--- config.mk ---
export PLATFORM = sky130hd
export DESIGN_NAME = stream_serialize
export DESIGN_NICKNAME = d
export VERILOG_FILES = /design/src/rtl/stream_serialize_pkg.sv /design/src/rtl/stream_serialize.sv
export SDC_FILE = /design/constraint.sdc
export NUM_CORES = 1
export LEC_CHECK = 0
export CAP_MARGIN = 10
export CORE_UTILIZATION = 35
export CTS_BUF_LIST = sky130_fd_sc_hd__clkbuf_4
export DETAILED_ROUTE_END_ITERATION = 8
export PLACE_DENSITY_LB_ADDON = 0.12
export REMOVE_ABC_BUFFERS = 1
export SYNTH_ARGS = -nofsm -noshare
export SYNTH_HDL_FRONTEND = slang
export SYNTH_SLANG_ARGS = --single-unit
--- constraint.sdc ---
create_clock -name clock -period 2.9 [get_ports clock]
set_clock_uncertainty 0.1 [all_clocks]
set_input_delay 0.29 -clock clock [delete_from_list [all_inputs] [get_ports clock]]
set_output_delay 0.29 -clock clock [all_outputs]
set_load 0.05 [all_outputs]
--- src/rtl/stream_serialize_pkg.sv ---
// Shared stream definitions: serializer FSM states and EOS flag encoding
// used by every stream block that carries an EOS bit in the token MSB.
package stream_serialize_pkg;

  typedef enum logic [1:0] {
    IDLE = 2'd0,
    SEND = 2'd1,
    EOS  = 2'd2
  } state_t;

  // Token MSB: 1 marks end-of-stream; an EOS token carries no data bits.
  localparam logic eos_flag  = 1'b1;
  localparam logic data_flag = 1'b0;

endpackage

--- src/rtl/stream_serialize.sv ---
// Wide-to-narrow stream serializer: splits each wide token into ratio narrow
// words (word 0 first) and forwards a data-less EOS token for EOS input.
module stream_serialize
  import stream_serialize_pkg::*;
#(
  parameter int width    = 8,
  parameter int ratio    = 4,
  parameter int cntwidth = 4
) (
  input  logic                     clock,
  input  logic                     reset,
  input  logic [ratio*width:0]     i_d,
  input  logic                     i_v,
  output logic                     i_b,
  output logic [width:0]           o_d,
  output logic                     o_v,
  input  logic                     o_b
);

  localparam int                  data_w     = ratio * width;
  localparam logic [cntwidth-1:0] last_count = cntwidth'(ratio - 1);

  state_t              state;
  logic [cntwidth-1:0] count;
  logic [data_w-1:0]   hold;

  logic                busy;
  logic                last;
  logic                out_xfer;
  logic                in_xfer;
  logic [cntwidth-1:0] next_idx;
  logic [width-1:0]    next_word;

  // i_b depends combinationally on o_b so a new token can enter on the same
  // edge the final word (or EOS) leaves, giving gap-free back-to-back tokens.
  always_comb begin
    // NOTE: every signal gets a default first so no path leaves it unassigned (no latch).
    busy      = (state != IDLE);
    last      = (state == EOS) || ((state == SEND) && (count == last_count));
    out_xfer  = o_v && !o_b;
    i_b       = busy && !(last && out_xfer);
    in_xfer   = i_v && !i_b;
    next_idx  = (count == last_count) ? '0 : count + 1'b1;
    next_word = hold[next_idx*width +: width];
  end

  // Outputs are registered; they only ever depend on state held here, so
  // there is no combinational path from i_d or i_v to any output.
  always_ff @(posedge clock or negedge reset) begin
    if (!reset) begin
      // NOTE: the hold register is reset too, so no stale token data survives a reset.
      state <= IDLE;
      count <= '0;
      hold  <= '0;
      o_d   <= '0;
      o_v   <= 1'b0;
    end else if (in_xfer) begin
      // NOTE: sequential state uses non-blocking assignments so all registers update together.
      count <= '0;
      o_v   <= 1'b1;
      if (i_d[data_w] == eos_flag) begin
        state <= EOS;
        o_d   <= {eos_flag, {width{1'b0}}};
      end else begin
        state <= SEND;
        hold  <= i_d[data_w-1:0];
        o_d   <= {data_flag, i_d[width-1:0]};
      end
    end else if (out_xfer) begin
      if (last) begin
        state <= IDLE;
        count <= '0;
        o_d   <= '0;
        o_v   <= 1'b0;
      end else begin
        count <= next_idx;
        o_d   <= {data_flag, next_word};
      end
    end
  end

endmodule

Yosys cells after proc, flatten, opt, wreduce, memory -nomap -nowiden
Cells that the tools add are included.

Reductions and logical operators: 14. Muxes and demuxes: 15. Add/sub/neg operators: 1. Shifts and indexed selects: 1. Bitwise operators: 1. Equal/unequal tests: 3.

Operators with widths (count): $shiftx A32 B8 Y8 (1); $mux W9 (3); $mux W4 (4); $mux W2 (4); $mux W8 (1); $reduce_bool A2 Y1 (3); $logic_and A1 B1 Y1 (5); $add A4 B1 Y4 const B (1); $eq A4 B2 Y1 const B (1); $reduce_and A2 Y1 (2); $logic_not A1 Y1 (3); $mux W1 (3); $eq A2 B1 Y1 const B (1); $eq A2 B2 Y1 const B (1); $logic_or A1 B1 Y1 (1); $not A1 Y1 (1).

Register bits: 48. Input bits: 37. Word-level logic and storage cells: 40. Output and inout bits: 11.

Depth between registers and ports, before layout
Gate-level depths: netlist (run 1).

Depth after elaboration: 10. Mapped depth: 7. Depth with buffers taken out: 5.

Worst setup path before layout (run 1)
OpenSTA, ideal clock, no wires.

Path kind: register to register. Start point: register count[0]. End point: register hold[11]. Cell stages (with the launch flop): 8. Path buffers: 2. Arrival: 2118 ps. Library setup time: 125 ps. Period minus slack after synthesis: 2343 ps. Required time: 2675 ps. Setup slack: 557 ps. Cell sequence: dfrtp_1 -> ha_1 -> or3b_4 -> o311ai_1 -> and2_1 -> clkbuf_2 -> buf_4 -> mux2_2.

Longest elaborated chain between the ends: 9.

RTL lines: start: declaration (RTL line stream_serialize.sv:24) `logic [cntwidth-1:0] count;`; start signal: assignment (RTL line stream_serialize.sv:76) `count <= next_idx;`; $eq A4 B2 Y1 (RTL line stream_serialize.sv:39) `last = (state == EOS) || ((state == SEND) && (count == last_count));`; $logic_and A1 B1 Y1 (RTL line stream_serialize.sv:39); $logic_or A1 B1 Y1 (RTL line stream_serialize.sv:39); $logic_and A1 B1 Y1 (RTL line stream_serialize.sv:41) `i_b = busy && !(last && out_xfer);`; $logic_not A1 Y1 (RTL line stream_serialize.sv:41); $logic_and A1 B1 Y1 (RTL line stream_serialize.sv:41); $logic_not A1 Y1 (RTL line stream_serialize.sv:42) `in_xfer = i_v && !i_b;`; $logic_and A1 B1 Y1 (RTL line stream_serialize.sv:42); $reduce_and A2 Y1 (no source line); end signal: assignment (RTL line stream_serialize.sv:66) `hold <= i_d[data_w-1:0];`; end: declaration (RTL line stream_serialize.sv:25) `logic [data_w-1:0] hold;`.

Every way passes these cells. A chain may end at the register's enable or synchronous reset.

Worst setup path after layout (run 1)
Start point: register count[0]. End point: output port i_b.

Longest elaborated chain between the ends: 6.

RTL lines: $eq A4 B2 Y1 (RTL line stream_serialize.sv:39); $logic_and A1 B1 Y1 (RTL line stream_serialize.sv:39); $logic_or A1 B1 Y1 (RTL line stream_serialize.sv:39); $logic_and A1 B1 Y1 (RTL line stream_serialize.sv:41); $logic_not A1 Y1 (RTL line stream_serialize.sv:41); $logic_and A1 B1 Y1 (RTL line stream_serialize.sv:41); end: declaration (RTL line stream_serialize.sv:14) `output logic i_b,`.

Every way passes these cells.

==> results of run 1 <==
[area by class of cell]
| cell class | count | area share |
|---|---|---|
| sequential | 48 | 0.4284 |
| clock inverter | 2 | 0.002675 |
| tap | 75 | 0.03344 |
| inverter | 1 | 0.001337 |
| clock buffer | 5 | 0.01337 |
| multi-input combinational | 97 | 0.3379 |
| timing repair buffer | 52 | 0.1828 |
[logic make-up (layout without fill, tap and decap cells)]
| group | count (synthesis) | in the layout | synth area share |
|---|---|---|---|
| AOI/OAI and AO/OA | 25 | 25 | 0.09128 |
| adders and majority gates | 1 | 1 | 0.005668 |
| buffers and inverters | 10 | 60 | 0.02607 |
| DFF | 48 | 48 | 0.5442 |
| muxes | 41 | 41 | 0.2494 |
| and+or+nand+nor | 30 | 30 | 0.08333 |
[path summary, 6_finish.rpt]
kind	start	end	slack, ps	cells after the start
worst min-delay path	reset	hold[0]	0.5	1
min in group clock	hold[17]	hold[17]	400	1
worst min register to register	hold[17]	hold[17]	400	1
max in group asynchronous	reset	count[0]	1970	1
worst max register to register	count[0]	hold[2]	410	6
worst max-delay path	count[0]	i_b	210	6
[flip-flops by register name, indices dropped and copies added (netlist names)]
register,cells
count,4
hold,32
o_d,9
o_v,1
state,2
[stage by stage]
step                      setup TNS (ps)  instances  area (um^2)
final                                  0        280         2806
after CTS                              0        280         2805
after detailed placement               0        273         2760
after global placement                 0        273         2760
after floorplan                    -9376        146         2153
after global routing                   0        280         2806
[power groups by stage]
stage	clock network (mW)	logic [mW]	registers, mW
2_1_floorplan	0	0.741	1.31
3_3_place_gp	0	1.26	1.16
3_5_place_dp	0	1.29	1.18
4_1_cts	0.299	1.29	1.17
5_1_grt	0.332	1.37	1.20
6_report	0.288	1.27	1.16
[cells in the mapped netlist, drive strengths merged, types with 2 or more instances]
master   n
a32o     2
nand2    4
nand3b   2
nor2b    3
o21ai    3
mux2    32
buf      5
dfrtp   48
nor2     5
mux4     8
a22o     2
a221o    8
and3     8
clkbuf   4
or3b     2
a21oi    4
[per-layer routing]
metal	global-route usage	vias to the layer above	routed length, um	part of all wire
met3	0.04556	5	200	0.044
met2	0.2625	33	2315	0.51
li1	-	685	-	-
met4	0.05357	0	51	0.011
met5	0	-	0	0
met1	0.2016	740	2013	0.44
==> results.toml, run 1 <==
[setup_path]
crit_family = "buffers and inverters"
cp_cell_sequence = "ha_1 > or3b_4 > o311ai_1 > buf_4 > inv_1 > buf_4"
worst_path_largest_cell_delay_ps = 460
path_class = "flip-flop to primary output"
crit_top_cell = "buf_4"
cp.arrival_ps = 2300
crit_slowest_cell = "dfrtp_2"
worstSetupStartpointType = "flip-flop"
cp_max_fo = 10
cp-end-kind = "primary output"
required_ps = 2510
critical_path_buf_inv_count = 3

[timing]
final-hold-violation-count = 0
max_freq_mhz = 372.0
slew_headroom = 0.2879
worst_slew_pin_slew_ps = 1068
fin_crit_ps = 2688
rsz0062_at_grt = "no"
fin_crit_sh = 0.9269
holdWs_ps = 0.4979
setup_violations = 0
slew_violations = 0
fin_ws_ps = 211.9

[detailed_routing]
vias = 1463
drtIter0Drc = 103
drt-total-wl_um = 4580
wire_per_inst_um = 16.36
routed_via_density = 5.225
drtAntennaViolNets = 0
drc = 0
firstDrtPassIters = 4

[run_status]
outcome = "completed"

[global_route]
grt_pass1_vias = 1531
grt_pass1_wl_um = 7748
grt_use_total = 0.1597
grt_max_degree = 49
antenna_found_initial = 0
gr-total-overflow = 0

[pwr]
peakVddDrop_v = 0.0003724
total_power_mw = 2.718
power_leakage_nw = 1.193
p_comb_frac = 0.467
power.internal_mw = 1.735
switching_share = 0.3614
power.density_nw_per_um2 = 968.3
p_seq_frac = 0.427
power.switching_mw = 0.9821
p_clk_frac = 0.106

[floorplan]
initial_core_util = 0.3684
die_height_um = 81.41
die_area_um2 = 6628
rows = 28
coreArea_um2 = 5991
ioPinCount = 48
chipWidth_um = 81.41

[placed_design]
dpl.hpwl_um = 3170
portBuffers = 47
pre_cts_slack_ps = 366.8
gp_congestion = 0.7498

[clocking]
cts_tree = "yes"
clockBufferDepth = 2
cts_resized = 0
cts_buffers = 5
cts_hold_buf = 0
cts_sinks = 48
clk_latency_ps = 360
clk_pin_slew_ps = 130
postCtsSetupBuffers = 0
htreeDepth = 2
cts_root_buf = "clkbuf_4"

[logic_synthesis]
synth_edf_count = 0
ys_async_sr_fraction = 1.000
synth_top_area_frac = 0.5442
synth_area_leaders = "dfrtp_1 (54%), mux2_2 (16%), mux4_2 (8.2%)"
ys_seq_area_frac = 0.5442
synth_area_per_cell_um2 = 14.24
synth_cell_type_count = 37
yosysWarningCount = 0
synth_ff_type = "dfrtp_1"
yosys.area.top_type = "dfrtp_1"
syn_area_um2 = 2207
ys_seq_elements = 48
syn_inst = 155

[finish]
final_cell_mix = "dfrtp_1 (47), clkdlybuf4s50_1 (45), mux2_2 (31)"
final_common_cell = "dfrtp_1"
diodes = 0
final_util = 0.4685
areaGrowthSynthToFinish_pct = 27.15
seq_area_um2 = 1202
multi_input_area_um2 = 948.4
nets = 243
n_fill_cell = 538
layout-drive-gt1-share = 0.2780

[run]
drv_cap = 0

[hold_path]
hold_path.class = "primary input to async pin"
(Power assumes the default switching activity.)
==> run 2, diff against run 1 <==
--- a/config.mk
+++ b/config.mk
@@ -6,6 +6,7 @@
 export NUM_CORES = 1
 export LEC_CHECK = 0
 export CAP_MARGIN = 10
+export CORE_MARGIN = 5
 export CORE_UTILIZATION = 35
 export CTS_BUF_LIST = sky130_fd_sc_hd__clkbuf_4
 export DETAILED_ROUTE_END_ITERATION = 8
@@ -14,3 +15,4 @@
 export SYNTH_ARGS = -nofsm -noshare
 export SYNTH_HDL_FRONTEND = slang
 export SYNTH_SLANG_ARGS = --single-unit
+export TNS_END_PERCENT = 30
==> run 2 against run 1 <==
  * Cell count increased by 1.8%
  * Die area is 21% higher
  * Sequential power hardly changed
  * Critical endpoint unchanged
  * Sequential share of layout area fell by 0.68 points
  * Largest cell class unchanged
  * Routed wire length up 3.6%
  * Fmax decreased by 1.9%
  * Clock power is 9.7% higher
  * First-iteration DRC count shrank 40%
  * Cell area increased by 1.5%
==> results.toml, run 2 (synthesis gave the netlist of run 1 again) <==
[timing]
max_freq_mhz = 364.9
fin_ws_ps = 159.7
fin_crit_sh = 0.9449
slew_violations = 0
tns_ps = 0
fin_crit_ps = 2740
setup_violations = 0
slew_headroom = 0.6268
holdWs_ps = 185.3
worst_slew_pin_slew_ps = 552.1
rsz0062_at_grt = "no"
final-hold-violation-count = 0

[clocking]
cts_tree = "yes"
postCtsSetupBuffers = 0
htreeDepth = 2
clk_latency_ps = 370
cts_sinks = 48
cts_root_buf = "clkbuf_4"
clockBufferDepth = 2
clk_pin_slew_ps = 140
cts_buffers = 5

[placed_design]
gp_congestion = 0.7224
pre_cts_slack_ps = 403.1
post_dp_cell_area_um2 = 2763
dpl.hpwl_um = 3219
dpl.cell_count = 275
portBuffers = 47

[pwr]
peakVddDrop_v = 0.0004363
power_leakage_nw = 1.206
power.density_nw_per_um2 = 964.8
total_power_mw = 2.749

[setup_path]
cp-end-kind = "primary output"
cp.arrival_ps = 2350
required_ps = 2510
path_class = "flip-flop to primary output"
worstSetupStartpointType = "flip-flop"
cp_max_fo = 10

[detailed_routing]
wire_per_inst_um = 16.65
routed_via_density = 5.218
drt-total-wl_um = 4746
drtAntennaViolNets = 0
drc = 0
vias = 1487
firstDrtPassIters = 4
drtIter0Drc = 62

[floorplan]
coreArea_um2 = 6241
die_height_um = 89.41
initial_core_util = 0.3536
rows = 29
die_area_um2 = 7994
chipWidth_um = 89.41
ioPinCount = 48

[global_route]
grt_use_met3 = 0.03594
gr-total-overflow = 0
grt_pass1_wl_um = 7872
grt_use_total = 0.1320
grtUsageMet2 = 0.2117
antenna_found_initial = 0
grt_pass1_vias = 1577
grt_util_met1 = 0.1749
grt_max_degree = 49
top_usage_layer = "met2"

[finish]
top_register = "hold"
fin_cells = 285
layout-drive-gt1-share = 0.2837
final_util = 0.4565
largest_register_ffs = 32
nets = 245
reg_top3 = "hold: 32 flops, o_d: 9 flops, count: 4 flops"
final_cell_mix = "dfrtp_1 (48), clkdlybuf4s50_1 (45), mux2_2 (31)"
diodes = 0
areaGrowthSynthToFinish_pct = 29.08
finalInstanceArea_um2 = 2849
final_common_cell = "dfrtp_1"

[run_status]
outcome = "completed"

[hold_path]
hold_path.class = "primary input to async pin"

[run]
drv_cap = 0
-- run 2: worst max-delay path: stages, from the launching register on --
cell,delay [ps]
dfrtp_1,510
ha_1,260
or3b_4,410
o311ai_1,330
buf_4,250
inv_1,50
buf_4,180
-- run 2: final timing paths --
path | from | cells past startpoint | end | slack (ps)
max | count[0] | 6 | i_b | 160
min | reset | 2 | hold[11] | 190
max reg2reg | count[0] | 6 | hold[29] | 380
min reg2reg | o_d[8] | 1 | o_d[8] | 410
max in group asynchronous | reset | 3 | hold[2] | 2040
min in group clock | o_d[8] | 1 | o_d[8] | 410
-- run 2: metal layers --
metal  part of all wire  vias to the layer above  wire (um)
met2               0.50                       27       2354
li1                   -                      693          -
met5                  0                        -          0
met3              0.042                        8        198
met4              0.013                        0         61
met1               0.45                      759       2132
-- run 2: final cells by class --
class                      count  area (um^2)
clock inverter                 3        18.77
multi-input combinational     97        948.4
fill                         579         3392
tap                           77        96.34
sequential                    48         1201
clock buffer                   5        37.54
inverter                       1        3.754
timing repair buffer          54        543.0
-- run 2: report_power, final --
part	internal (mW)	switching [mW]	total, mW
clock network	0.0917	0.225	0.316
logic	0.686	0.595	1.28
registers	0.967	0.185	1.15
-- run 2: what timing repair did --
action                                 4_1_cts  5_1_grt
hold buffers                                 0        1
gates resized for setup                      0        0
endpoints found under the hold margin        0       48
==> run 3, diff against run 2 <==
--- a/config.mk
+++ b/config.mk
@@ -12,6 +12,7 @@
 export DETAILED_ROUTE_END_ITERATION = 8
 export PLACE_DENSITY_LB_ADDON = 0.12
 export REMOVE_ABC_BUFFERS = 1
+export SLEW_MARGIN = 10
 export SYNTH_ARGS = -nofsm -noshare
 export SYNTH_HDL_FRONTEND = slang
 export SYNTH_SLANG_ARGS = --single-unit
==> run 3 against run 2 <==
  * Fmax about the same
  * First-iteration DRC count rose by 34%
  * Setup slack better by 0.60 ps
  * Utilization shrank 0.28 points
  * Highest routed layer unchanged
  * Register-to-register slack hardly changed
  * Sequential cell count stayed put
  * Sequential power barely moved
  * Clock-buffer cell count did not move
  * Clock power hardly changed
  * Critical path type unchanged
==> results.toml, run 3 (synthesis gave the netlist of run 1 again) <==
[detailed_routing]
wire_per_inst_um = 16.73
met2_length_um = 2356
drt-met1-wl_um = 2139
drc = 0
firstDrtPassIters = 4
drtAntennaViolNets = 0
wl_met3_um = 198
dr.max_layer_used = "met4"
drtIter0Drc = 83
routed_via_density = 5.197
vias = 1476
drt-total-wl_um = 4750

[finish]
diodes = 0
n_fill_cell = 580
final_util = 0.4537
layout-drive-gt1-share = 0.2802
largest_register_ffs = 32
seq_area_um2 = 1201
top_register = "hold"
areaGrowthSynthToFinish_pct = 28.29
multi_input_area_um2 = 948.4
final_cell_mix = "dfrtp_1 (48), clkdlybuf4s50_1 (45), mux2_2 (31)"
nets = 244
final_common_cell = "dfrtp_1"
reg_top3 = "hold: 32 flops, o_d: 9 flops, count: 4 flops"

[global_route]
gr-total-overflow = 0
antenna_found_initial = 0
grt_pass1_wl_um = 7872
grt_pass1_vias = 1577
grt_use_total = 0.1320
grt_max_degree = 49

[floorplan]
ioPinCount = 48
initial_core_util = 0.3536
die_height_um = 89.41
die_area_um2 = 7994
rows = 29
chipWidth_um = 89.41
coreArea_um2 = 6241

[timing]
fin_crit_ps = 2740
slew_violations = 0
slew_headroom = 0.5865
holdWs_ps = 364.5
final-hold-violation-count = 0
fin_crit_sh = 0.9447
setup_violations = 0
max_freq_mhz = 365.0
worst_slew_pin_slew_ps = 620.2
rsz0062_at_grt = "no"

[setup_path]
cp_max_fo = 10
required_ps = 2510
worstSetupStartpointType = "flip-flop"
cp.arrival_ps = 2350
cp-end-kind = "primary output"
path_class = "flip-flop to primary output"

[hold_path]
hold_path.class = "primary input to async pin"

[pwr]
peakVddDrop_v = 0.0004361
power_leakage_nw = 1.197
power.density_nw_per_um2 = 968.6
total_power_mw = 2.742

[clocking]
cts_sinks = 48
cts_buffers = 5
clockBufferDepth = 2
cts_tree = "yes"
clk_pin_slew_ps = 140
clk_latency_ps = 360
postCtsSetupBuffers = 0
htreeDepth = 2
cts_root_buf = "clkbuf_4"
cts_hold_buf = 0
cts_resized = 0

[run]
drv_cap = 0

[placed_design]
portBuffers = 47
dpl.hpwl_um = 3219
gp_congestion = 0.7224

[run_status]
outcome = "completed"
run 3: cell types whose count changed in the layout (fill, tap and decap cells not counted), sizes merged:
cell | previous run | this run
buf | 8 | 7
run 3: metal layers:
layer | vias to the layer above | GRT usage
met5 | - | 0
met4 | 0 | 0.04060
met3 | 7 | 0.03594
met2 | 27 | 0.2117
met1 | 752 | 0.1749
li1 | 690 | -
run 3: worst paths after layout:
path	from	to	slack (ps)	cells after the start
worst max-delay path	count[0]	i_b	160	6
worst min-delay path	reset	hold[11]	360	2
worst max register to register	count[0]	hold[3]	380	6
worst min register to register	o_d[8]	o_d[8]	410	1
max in group asynchronous	reset	hold[2]	1910	2
min in group clock	o_d[8]	o_d[8]	410	1
run 3: per-stage QoR:
| stage | setup slack (ps) | setup TNS [ps] | cell area, um^2 | std cells |
|---|---|---|---|---|
| detailed placement | 403.1 | 0 | 2763 | 275 |
| CTS | 145.4 | 0 | 2819 | 283 |
| floorplan | -293.9 | -9376 | 2153 | 146 |
| global placement | 466.4 | 0 | 2763 | 275 |
| global route | 53.97 | 0 | 2831 | 284 |
| finish | 160.3 | 0 | 2831 | 284 |
run 3: power by group:
group,total [mW],internal (mW),switching (mW),leakage [nW]
sequential,1.15,0.967,0.186,0.594
clock,0.313,0.0917,0.221,0.0249
combinational,1.28,0.684,0.594,0.579
total,2.74,1.74,1.00,1.20
run 3: worst max-delay path, stage by stage (launching register included):
cell      delay [ps]
dfrtp_1          500
ha_1             270
or3b_4           410
o311ai_1         330
buf_4            250
inv_1             60
buf_4            180
run 3: final cells by class:
class                   instances  area share
repair buffers                 53      0.1856
clock buffers                   5     0.01326
inverters                       1    0.001326
flip-flops and latches         48      0.4242
clock inverters                 3    0.006628
multi-input cells              97      0.3350
well taps                      77     0.03403
